<file path="src/rtl/text_console_writer_if.sv">
// Byte-stream input and screen-buffer write port of the text console writer.
// Stream side is valid/ready; the write port is a plain registered strobe with address and data.
interface text_console_writer_if #(
   parameter int ADDR_WIDTH = 10
) ();
   logic                  s_valid;
   logic [7:0]            s_data;
   logic                  s_ready;
   logic                  mem_we;
   logic [ADDR_WIDTH-1:0] mem_addr;
   logic [6:0]            mem_wdata;

   modport master (
      output s_valid, s_data,
      input  s_ready, mem_we, mem_addr, mem_wdata
   );

   modport slave (
      input  s_valid, s_data,
      output s_ready, mem_we, mem_addr, mem_wdata
   );
endinterface

</file>
<file path="src/rtl/text_console_writer.sv">
// Text console writer: ASCII bytes in, font indices written at the cursor; write lands one cycle after acceptance.
// s_ready is high only in IDLE; full-screen and new-line clears stall the stream until the last blank is written.
module text_console_writer #(
   parameter int CHAR_COLUMNS = 60,
   parameter int CHAR_ROWS    = 17,
   parameter int ADDR_WIDTH   = 10
) (
   input  logic                   clk,
   input  logic                   rst_n,
   text_console_writer_if.slave   bus,
   output logic [6:0]             cursor_x,
   output logic [4:0]             cursor_y,
   output logic                   busy
);
   localparam int CLR_W = ADDR_WIDTH + 1;
   localparam logic [CLR_W-1:0]      CLR_TOTAL = CLR_W'(CHAR_COLUMNS * CHAR_ROWS);
   localparam logic [6:0]            COL_LAST  = 7'(CHAR_COLUMNS - 1);
   localparam logic [6:0]            COL_COUNT = 7'(CHAR_COLUMNS);
   localparam logic [4:0]            ROW_LAST  = 5'(CHAR_ROWS - 1);
   localparam logic [ADDR_WIDTH-1:0] COLS_A    = ADDR_WIDTH'(CHAR_COLUMNS);

   typedef enum logic [1:0] {
      CLR_ALL  = 2'd0,
      IDLE     = 2'd1,
      CLR_LINE = 2'd2
   } state_t;

   state_t                state;
   logic [CLR_W-1:0]      clr_cnt;
   logic [6:0]            line_cnt;
   logic [6:0]            col;
   logic [4:0]            row;
   logic                  mem_we;
   logic [ADDR_WIDTH-1:0] mem_addr;
   logic [6:0]            mem_wdata;

   logic [4:0]            next_row;
   logic [ADDR_WIDTH-1:0] row_base;
   logic [ADDR_WIDTH-1:0] next_base;
   logic [ADDR_WIDTH-1:0] cur_addr;
   logic [ADDR_WIDTH-1:0] bs_addr;
   logic                  printable;

   assign bus.s_ready   = (state == IDLE);
   assign busy          = (state != IDLE);
   assign bus.mem_we    = mem_we;
   assign bus.mem_addr  = mem_addr;
   assign bus.mem_wdata = mem_wdata;
   assign cursor_x      = col;
   assign cursor_y      = row;

   always_comb begin
      next_row  = (row == ROW_LAST) ? 5'd0 : row + 5'd1;
      row_base  = ADDR_WIDTH'(row) * COLS_A;
      next_base = ADDR_WIDTH'(next_row) * COLS_A;
      cur_addr  = row_base + ADDR_WIDTH'(col);
      bs_addr   = row_base + ADDR_WIDTH'(col - 7'd1);
      printable = (bus.s_data >= 8'h20) && (bus.s_data <= 8'h7E);
   end

   always_ff @(posedge clk or negedge rst_n) begin
      if (!rst_n) begin
         state     <= CLR_ALL;
         clr_cnt   <= '0;
         line_cnt  <= '0;
         col       <= '0;
         row       <= '0;
         mem_we    <= 1'b0;
         mem_addr  <= '0;
         mem_wdata <= '0;
      end else begin
         case (state)
            // Leave a clear state only after its last blank has been on the bus for a cycle.
            CLR_ALL: begin
               if (clr_cnt == CLR_TOTAL) begin
                  mem_we <= 1'b0;
                  col    <= '0;
                  row    <= '0;
                  state  <= IDLE;
               end else begin
                  mem_we    <= 1'b1;
                  mem_addr  <= clr_cnt[ADDR_WIDTH-1:0];
                  mem_wdata <= '0;
                  clr_cnt   <= clr_cnt + 1'b1;
               end
            end
            CLR_LINE: begin
               if (line_cnt == COL_COUNT) begin
                  mem_we <= 1'b0;
                  state  <= IDLE;
               end else begin
                  mem_we    <= 1'b1;
                  mem_addr  <= row_base + ADDR_WIDTH'(line_cnt);
                  mem_wdata <= '0;
                  line_cnt  <= line_cnt + 7'd1;
               end
            end
            IDLE: begin
               mem_we <= 1'b0;
               if (bus.s_valid) begin
                  if (printable) begin
                     mem_we    <= 1'b1;
                     mem_addr  <= cur_addr;
                     mem_wdata <= 7'(bus.s_data - 8'h20);
                     // A wrapping character writes first, then the new row is blanked from column 0.
                     if (col == COL_LAST) begin
                        col      <= '0;
                        row      <= next_row;
                        line_cnt <= '0;
                        state    <= CLR_LINE;
                     end else begin
                        col <= col + 7'd1;
                     end
                  end else begin
                     case (bus.s_data)
                        8'h0A: begin
                           col       <= '0;
                           row       <= next_row;
                           mem_we    <= 1'b1;
                           mem_addr  <= next_base;
                           mem_wdata <= '0;
                           line_cnt  <= 7'd1;
                           state     <= CLR_LINE;
                        end
                        8'h0D: col <= '0;
                        8'h08: begin
                           if (col != 7'd0) begin
                              col       <= col - 7'd1;
                              mem_we    <= 1'b1;
                              mem_addr  <= bs_addr;
                              mem_wdata <= '0;
                           end
                        end
                        8'h0C: begin
                           col       <= '0;
                           row       <= '0;
                           mem_we    <= 1'b1;
                           mem_addr  <= '0;
                           mem_wdata <= '0;
                           clr_cnt   <= CLR_W'(1);
                           state     <= CLR_ALL;
                        end
                        default: ;
                     endcase
                  end
               end
            end
            default: begin
               mem_we  <= 1'b0;
               clr_cnt <= '0;
               state   <= CLR_ALL;
            end
         endcase
      end
   end
endmodule

</file>
<file path="src/flat_wrapper.sv">
// flat-port wrapper written by rule: the top's interface ports become plain ports
module text_console_writer_flat 
#(
   parameter int CHAR_COLUMNS = 60,
   parameter int CHAR_ROWS    = 17,
   parameter int ADDR_WIDTH   = 10
)
  (clk, rst_n, cursor_x, cursor_y, busy, bus_s_valid, bus_s_data, bus_s_ready, bus_mem_we, bus_mem_addr, bus_mem_wdata);
  text_console_writer_if #(.ADDR_WIDTH(ADDR_WIDTH)) bus_i ();
  input  logic clk;
  input  logic rst_n;
  output logic [6:0] cursor_x;
  output logic [4:0] cursor_y;
  output logic busy;
  input wire logic [$bits(bus_i.s_valid)-1:0] bus_s_valid;
  input wire logic [$bits(bus_i.s_data)-1:0] bus_s_data;
  output wire logic [$bits(bus_i.s_ready)-1:0] bus_s_ready;
  output wire logic [$bits(bus_i.mem_we)-1:0] bus_mem_we;
  output wire logic [$bits(bus_i.mem_addr)-1:0] bus_mem_addr;
  output wire logic [$bits(bus_i.mem_wdata)-1:0] bus_mem_wdata;
  assign bus_i.s_valid = bus_s_valid;
  assign bus_i.s_data = bus_s_data;
  assign bus_s_ready = bus_i.s_ready;
  assign bus_mem_we = bus_i.mem_we;
  assign bus_mem_addr = bus_i.mem_addr;
  assign bus_mem_wdata = bus_i.mem_wdata;
  text_console_writer #(.CHAR_COLUMNS(CHAR_COLUMNS), .CHAR_ROWS(CHAR_ROWS), .ADDR_WIDTH(ADDR_WIDTH)) u_core (.clk(clk), .rst_n(rst_n), .bus(bus_i), .cursor_x(cursor_x), .cursor_y(cursor_y), .busy(busy));
endmodule
</file>
<file path="config.mk">
export PLATFORM = sky130hd
export DESIGN_NAME = text_console_writer_flat
export DESIGN_NICKNAME = d
export VERILOG_FILES = /design/src/rtl/text_console_writer_if.sv /design/src/rtl/text_console_writer.sv /design/src/flat_wrapper.sv
export SDC_FILE = /design/constraint.sdc
export NUM_CORES = 1
export LEC_CHECK = 0
export BUFFER_PORTS_ARGS = -buffer_cell sky130_fd_sc_hd__buf_2
export CAP_MARGIN = 5
export CORE_MARGIN = 4
export CORE_UTILIZATION = 40
export CTS_BUF_LIST = sky130_fd_sc_hd__clkbuf_4
export DETAILED_ROUTE_END_ITERATION = 16
export HOLD_SLACK_MARGIN = 0.08
export PLACE_DENSITY = 0.67
export SKIP_LAST_GASP = 1
export SYNTH_ARGS = -nofsm -noshare
export SYNTH_HDL_FRONTEND = slang
export SYNTH_SLANG_ARGS = --single-unit
</file>
<file path="constraint.sdc">
create_clock -name clk -period 3.6 [get_ports clk]
set_clock_uncertainty 0.1 [all_clocks]
set_input_delay 0.18 -clock clk [delete_from_list [all_inputs] [get_ports clk]]
set_output_delay 0.18 -clock clk [all_outputs]
set_load 0.1 [all_outputs]
</file>
[Word level (Yosys, flattened, before mapping)]
Index checks and enable logic that the tools add are counted.
Widths: inputs -> output; s select.
Word-level totals
  input port bits: 11
  output and inout bits: 32
  register bits: 50
  word-level logic and storage cells: 116
Operators by class
  reduce and logical (&&, ||, !) cells: 15
  multipliers: 2
  add/subtract/negate cells: 10
  equal/unequal tests: 25
  order comparisons: 2
  multiplexer cells: 53
  bitwise gates (word level): 1
Operators by type and width (count)
  $mux 7: 15
  $pmux 10 s3: 2
  $pmux 7 s2: 4
  $mux 10: 5
  $mux 11: 4
  $pmux 11 s3: 1
  $eq 8x4->1 const B: 4
  $mux 5: 5
  $reduce_and 5->1: 5
  $pmux 7 s3: 1
  $add 10x7->10: 2
  $pmux 5 s2: 2
  $mul 5x4->8 const B: 2
  $add 7x1->7 const B: 2
  $eq 7x6->1 const B: 2
  $ne 4x2->1 const B: 3
  $reduce_and 6->1: 2
  $add 11x1->11 const B: 1
  $eq 11x10->1 const B: 1
  $add 10x10->10: 1
  $mux 2: 5
  $ge 8x6->1 const B: 1
  $le 8x7->1 const B: 1
  $ne 2x1->1 const B: 4
  other kinds (25): 33

[Logic depth before layout (Yosys ltp)]
  depth in word-level cells: 7
  mapped depth: 17
  mapped depth without buffers: 17

[Worst setup path before layout]
OpenSTA, ideal clock, no wires.
  path type: flip-flop to flip-flop
  from: register u_core.row[2], in the netlist u_core.cursor_y[2]
  to: register u_core.mem_addr[9], in the netlist u_core.bus.mem_addr[9]
  path buffers: 0
  library setup time: 95 ps
  setup slack: -1070 ps
  period minus slack after synthesis: 4670 ps
  stages on the path, launching flop included: 15
  data arrival time: 4475 ps
  data required time: 3405 ps
  cells stage by stage: dfrtp_1 -> inv_1 -> fa_1 -> fa_1 -> inv_1 -> ha_1 -> a211oi_1 -> nor2_1 -> xor2_1 -> ha_1 -> a21oi_1 -> mux2i_1 -> xnor2_1 -> a21oi_1 -> o31ai_1
On the way
  cells in the longest elaborated chain, start to end: 7
  elaborated cells between the ends (all ways): 14
  those cells by class: add/sub (4); mul (2); eq/ne (1); mux (7)
Ends and longest elaborated chain
  start: declaration: RTL line text_console_writer.sv:32  | logic [4:0] row;
  start signal: assignment: RTL line text_console_writer.sv:108  | row <= next_row;
  start signal: assignment: RTL line text_console_writer.sv:118  | row <= next_row;
  $mul 5x4->8, or another cell as far along: RTL line text_console_writer.sv:54  | row_base = ADDR_WIDTH'(row) * COLS_A;
  $add 10x10->10 / $mux 5 (equally long branches): RTL line text_console_writer.sv:57, text_console_writer.sv:53
  $mux 10 / $mul 5x4->8 (equally long branches): RTL line text_console_writer.sv:127, text_console_writer.sv:55
  $pmux 10 s3: RTL line text_console_writer.sv:115  | case (bus.s_data)
  $mux 10: RTL line text_console_writer.sv:101  | if (printable) begin
  $mux 10: RTL line text_console_writer.sv:100  | if (bus.s_valid) begin
  $pmux 10 s3 (*): RTL line text_console_writer.sv:72  | case (state)
  end signal: assignment: RTL line text_console_writer.sv:82  | mem_addr <= clr_cnt[ADDR_WIDTH-1:0];
  end signal: assignment: RTL line text_console_writer.sv:103  | mem_addr <= cur_addr;
  end signal: assignment: RTL line text_console_writer.sv:120  | mem_addr <= next_base;
  end: declaration: RTL line text_console_writer.sv:34  | logic [ADDR_WIDTH-1:0] mem_addr;
Every way passes the cells marked *; elsewhere a longest branch is shown, timed or not. The select of a mux whose other input is x is not followed.
A chain may end at the register's enable or synchronous reset.

[Worst setup path after layout]
Ends and elaborated chain as after synthesis.

==> results by stage <==
Drt:
- The routed via count divided by cell count is 5.59.
- The DRC violations left is 0.
- The wire length after detailed routing is 12800 um.
- The final routed wire length divided by cell count is 15.4 um.
- The detailed router finished its first iteration with 395 violations.
- The first-pass iteration count of the detailed router is 5.
- The total number of vias is 4617.
- The detail route stage leaves a number of antenna-violating nets equal to 0.

Timing:
- Setup repair after global routing could not meet its margin everywhere.
- Measured against its own limit, the worst slew margin works out to 45.2%.
- The count of final hold-check violations is 0.
- At the pin with the least slew margin, the transition time is 0.816 ns.
- The least setup slack across all paths after layout is -0.167 ns.
- The worst path in the final design needs a cycle of 3.77 ns, including I/O delays and setup.
- The number of max-slew violations in the final report is 0.
- Derived from the worst setup path, the maximum achievable clock frequency is 0.265 GHz.
- Setup violations remaining at the end of the flow were counted as 4.
- Of the available clock period, the critical path in the final layout requires 105%.

Setup path:
- The kind of end point of the critical path is a register.
- Traced cell by cell, the critical path runs through fa_1 > fa_1 > inv_2 > fa_2 > inv_4 > ha_4 > o21ai_2 > o21bai_1 > a21o_1 > a21oi_2 > mux2i_1 > xnor2_1 > a21oi_1 > o31ai_1.
- On the critical path, the stage with the largest delay is an instance of sky130_fd_sc_hd__dfrtp_4.
- On the worst path, the slowest cell contributes a delay of 0.54 ns.
- The type of the setup path with the least slack is register to register.
- The highest fanout seen on the critical path is 5.
- The worst register-to-register path has a depth of 14.
- The arrival time of the worst setup path is 3.97 ns.
- The critical path startpoint category is a register.
- The critical path required time is 3.80 ns.
- The launch point of the worst reg-to-reg path is u_core.cursor_y[2].
- The endpoint identified for the worst register-to-register timing path is u_core.bus.mem_addr[9].
- The slack of the worst reg-to-reg path is -0.17 ns.
- The cell that appears most often on the critical path is sky130_fd_sc_hd__fa_1.

Cells and area:
- In the layout the commonest cells are sky130_fd_sc_hd__nand2_1 (83), sky130_fd_sc_hd__buf_4 (59), sky130_fd_sc_hd__o21ai_0 (51), sky130_fd_sc_hd__inv_1 (50), sky130_fd_sc_hd__ha_1 (47).
- The most common library cell in the layout ignoring fill and taps is sky130_fd_sc_hd__nand2_1.
- The relative area change from synthesis to final layout is 21.7%.
- The post-layout net count is 761.
- Of the cells placed in the final design, the portion with a size suffix greater than 1 is 22.4%.
- Counting the fill cells in the layout gives 1115.
- Summing all flip-flop and latch instances after layout gives 1270 um^2.
- The footprint of the multi-input gates is 3400 um^2.
- Once layout is complete, the cells apart from fillers number 826.
- After routing the design area is 5860 um^2.

Placement:
- The count of buffers added on input and output ports is 42.
- Including well taps, the total number of placed cells is 805.
- Summing all placed instances gives a cell area of 5570 um^2.
- The HPWL after detailed placement is 9800 um.
- The routability congestion estimate from global placement is 0.968.

Status:
- The checks that failed: negative setup slack.
- The flow ran to the end, but the final reports show violations.

Yosys:
- The synthesized cell area is 4820 um^2.
- After synthesis, the share of flip-flops with an asynchronous set or reset is 100%.
- The number of instances in the synthesized netlist is 588.
- The net count after synthesis is 668.
- The count of distinct cell types in the synthesized netlist is 56.
- Yosys printed 0 warnings.
- The proportion of synthesized chip area in sequential cells is 26.0%.
- The count of flip-flops with a built-in enable after synthesis is 0.
- Each instance of the synthesized netlist takes up on average 8.20 um^2.
- The main flop type after synthesis is sky130_fd_sc_hd__dfrtp_1.
- In this run, synthesis produced a sequential element count of 50.

Die:
- From left edge to right edge, the die measures 118 um.
- The area of the core is 11600 um^2.
- The die covers 13900 um^2.
- The site row count is 39.
- 43 I/O pins were placed.
- The die is 118 um tall.
- Once the floorplan was initialized, standard cells occupied 41.5% of the core.

Clocking:
- The cell sitting at the root of the clock tree is a sky130_fd_sc_hd__clkbuf_4.
- Counting along the longest clock path gives a buffer depth of 2.
- The clock transition at the registers of the reported paths is 0.15 ns.
- The depth of the CTS H-tree is 2.
- The total clock buffers created by CTS is 5.
- At the later pin of the worst-skew pair, clock insertion delay measures 0.39 ns.
- CTS saw 50 sinks.
- The clock tree from TritonCTS is done.

Global route:
- The initial antenna violation count came to 0.
- Entering global routing, the biggest net connects 46 pins.
- The first global-routing pass estimated 21700 um of wire.
- The global route total overflow is 0.
- The number of global-route vias before repair is 4516.
- The global-route usage over all layers is 18.6%.

Flow run:
- The tool flagged a number of max-cap violations equal to 0.

Min path:
- The endpoint of the worst hold path is u_core.bus.mem_wdata[6].
- The number of stages on the worst hold path is 5.
- The start point of the worst min-delay path is bus_s_data[6].
- The path category of the worst min-delay check is primary input to register.
==> stage by stage <==
stage	hold slack (ns)	util (%)	worst slack (ns)	setup TNS, ns
final	0.201	50.5	-0.167	-0.411
after global routing	0.243	50.5	-0.332	-1.14
after CTS	0.191	49.6	-0.181	-0.476
after detailed placement	-0.0913	48.0	-0.241	-0.655
after global placement	-0.0899	48.0	-0.196	-0.449
after floorplan	-0.216	-	-0.307	-0.580
==> repair_timing <==
action / CTS / global route
pin swaps: 14 / 14
endpoints found under the setup margin: 5 / 5
resized for setup: 14 / 17
hold endpoints to repair: 57 / 0
buffers inserted: 0 / 3
hold buffers: 9 / 0
==> registers in the layout, summed over array words and instances (netlist names) <==
| name | cells |
|---|---|
| u_core.bus.mem_wdata | 7 |
| u_core.cursor_x | 7 |
| u_core.bus.mem_addr | 10 |
| u_core.state | 2 |
| u_core.clr_cnt | 11 |
| u_core.bus.mem_we | 1 |
| u_core.cursor_y | 5 |
| u_core.line_cnt | 7 |
==> synthesized netlist by cell type (12+ instances only) <==
master / number / area (um^2)
sky130_fd_sc_hd__nand2_1: 85 / 319
sky130_fd_sc_hd__o21ai_0: 59 / 295
sky130_fd_sc_hd__inv_1: 55 / 206
sky130_fd_sc_hd__ha_1: 52 / 651
sky130_fd_sc_hd__dfrtp_1: 50 / 1250
sky130_fd_sc_hd__a21oi_1: 35 / 175
sky130_fd_sc_hd__nor2_1: 28 / 105
sky130_fd_sc_hd__xnor2_1: 24 / 210
sky130_fd_sc_hd__clkbuf_1: 19 / 71.3
sky130_fd_sc_hd__fa_1: 17 / 340
sky130_fd_sc_hd__nor3_1: 17 / 85.1
sky130_fd_sc_hd__nand3_1: 13 / 65.1
sky130_fd_sc_hd__xor2_1: 13 / 114
sky130_fd_sc_hd__a21o_1: 12 / 90.1
==> cells by family after synthesis <==
| logic type | after synthesis | share of synthesized area, % |
|---|---|---|
| adders and majority gates | 69 | 20.6 |
| DFF | 50 | 26.0 |
| AOI/OAI and AO/OA | 164 | 21.4 |
| xor gates and xnor gates | 37 | 6.72 |
| and+or+nand+nor | 184 | 18.0 |
| muxes | 4 | 0.857 |
| buffers and inverters | 80 | 6.49 |
==> worst max-delay path: cells and delay by family (launching register included) <==
| kind | cells | cell delay, ns |
|---|---|---|
| flip-flops | 1 | 0.54 |
| XOR/XNOR | 1 | 0.14 |
| AO/OA/AOI/OAI | 6 | 0.74 |
| multiplexers | 1 | 0.23 |
| adder cells (fa/ha/maj) | 4 | 1.84 |
| buffers and inverters | 2 | 0.10 |
==> layout make-up <==
type                    instances  share of cell area, %
clock inverters                 3                  0.277
clock buffers                   5                  0.640
well taps                     143                   3.05
flip-flops and latches         50                   21.6
multi-input cells             458                   58.0
repair buffers                110                   12.7
inverters                      56                   3.69
diodes                          1                 0.0427
==> layer usage <==
metal,global-route usage [%],part of all wire (%),vias up
met5,0,0,-
met4,5.93,2.2,0
met3,2.64,5.1,27
met2,30.3,47,155
met1,25.5,46,2205
li1,-,-,2230
==> worst max-delay path by stage <==
stage                        from                      to  slack [ns]  depth (start not counted)
3_3_place_gp   u_core.cursor_y[0]  u_core.bus.mem_addr[9]       -0.20                         14
5_1_grt        u_core.cursor_y[0]  u_core.bus.mem_addr[9]       -0.33                         15
4_1_cts        u_core.cursor_y[1]  u_core.bus.mem_addr[9]       -0.18                         15
2_1_floorplan  u_core.cursor_y[0]  u_core.bus.mem_addr[9]       -0.31                         12
6_report       u_core.cursor_y[2]  u_core.bus.mem_addr[9]       -0.17                         14
3_5_place_dp   u_core.cursor_y[0]  u_core.bus.mem_addr[9]       -0.24                         14
Power is left out: the tool's default activity adds up to more than one toggle a clock period on the data nets, which glitch-free logic cannot reach.
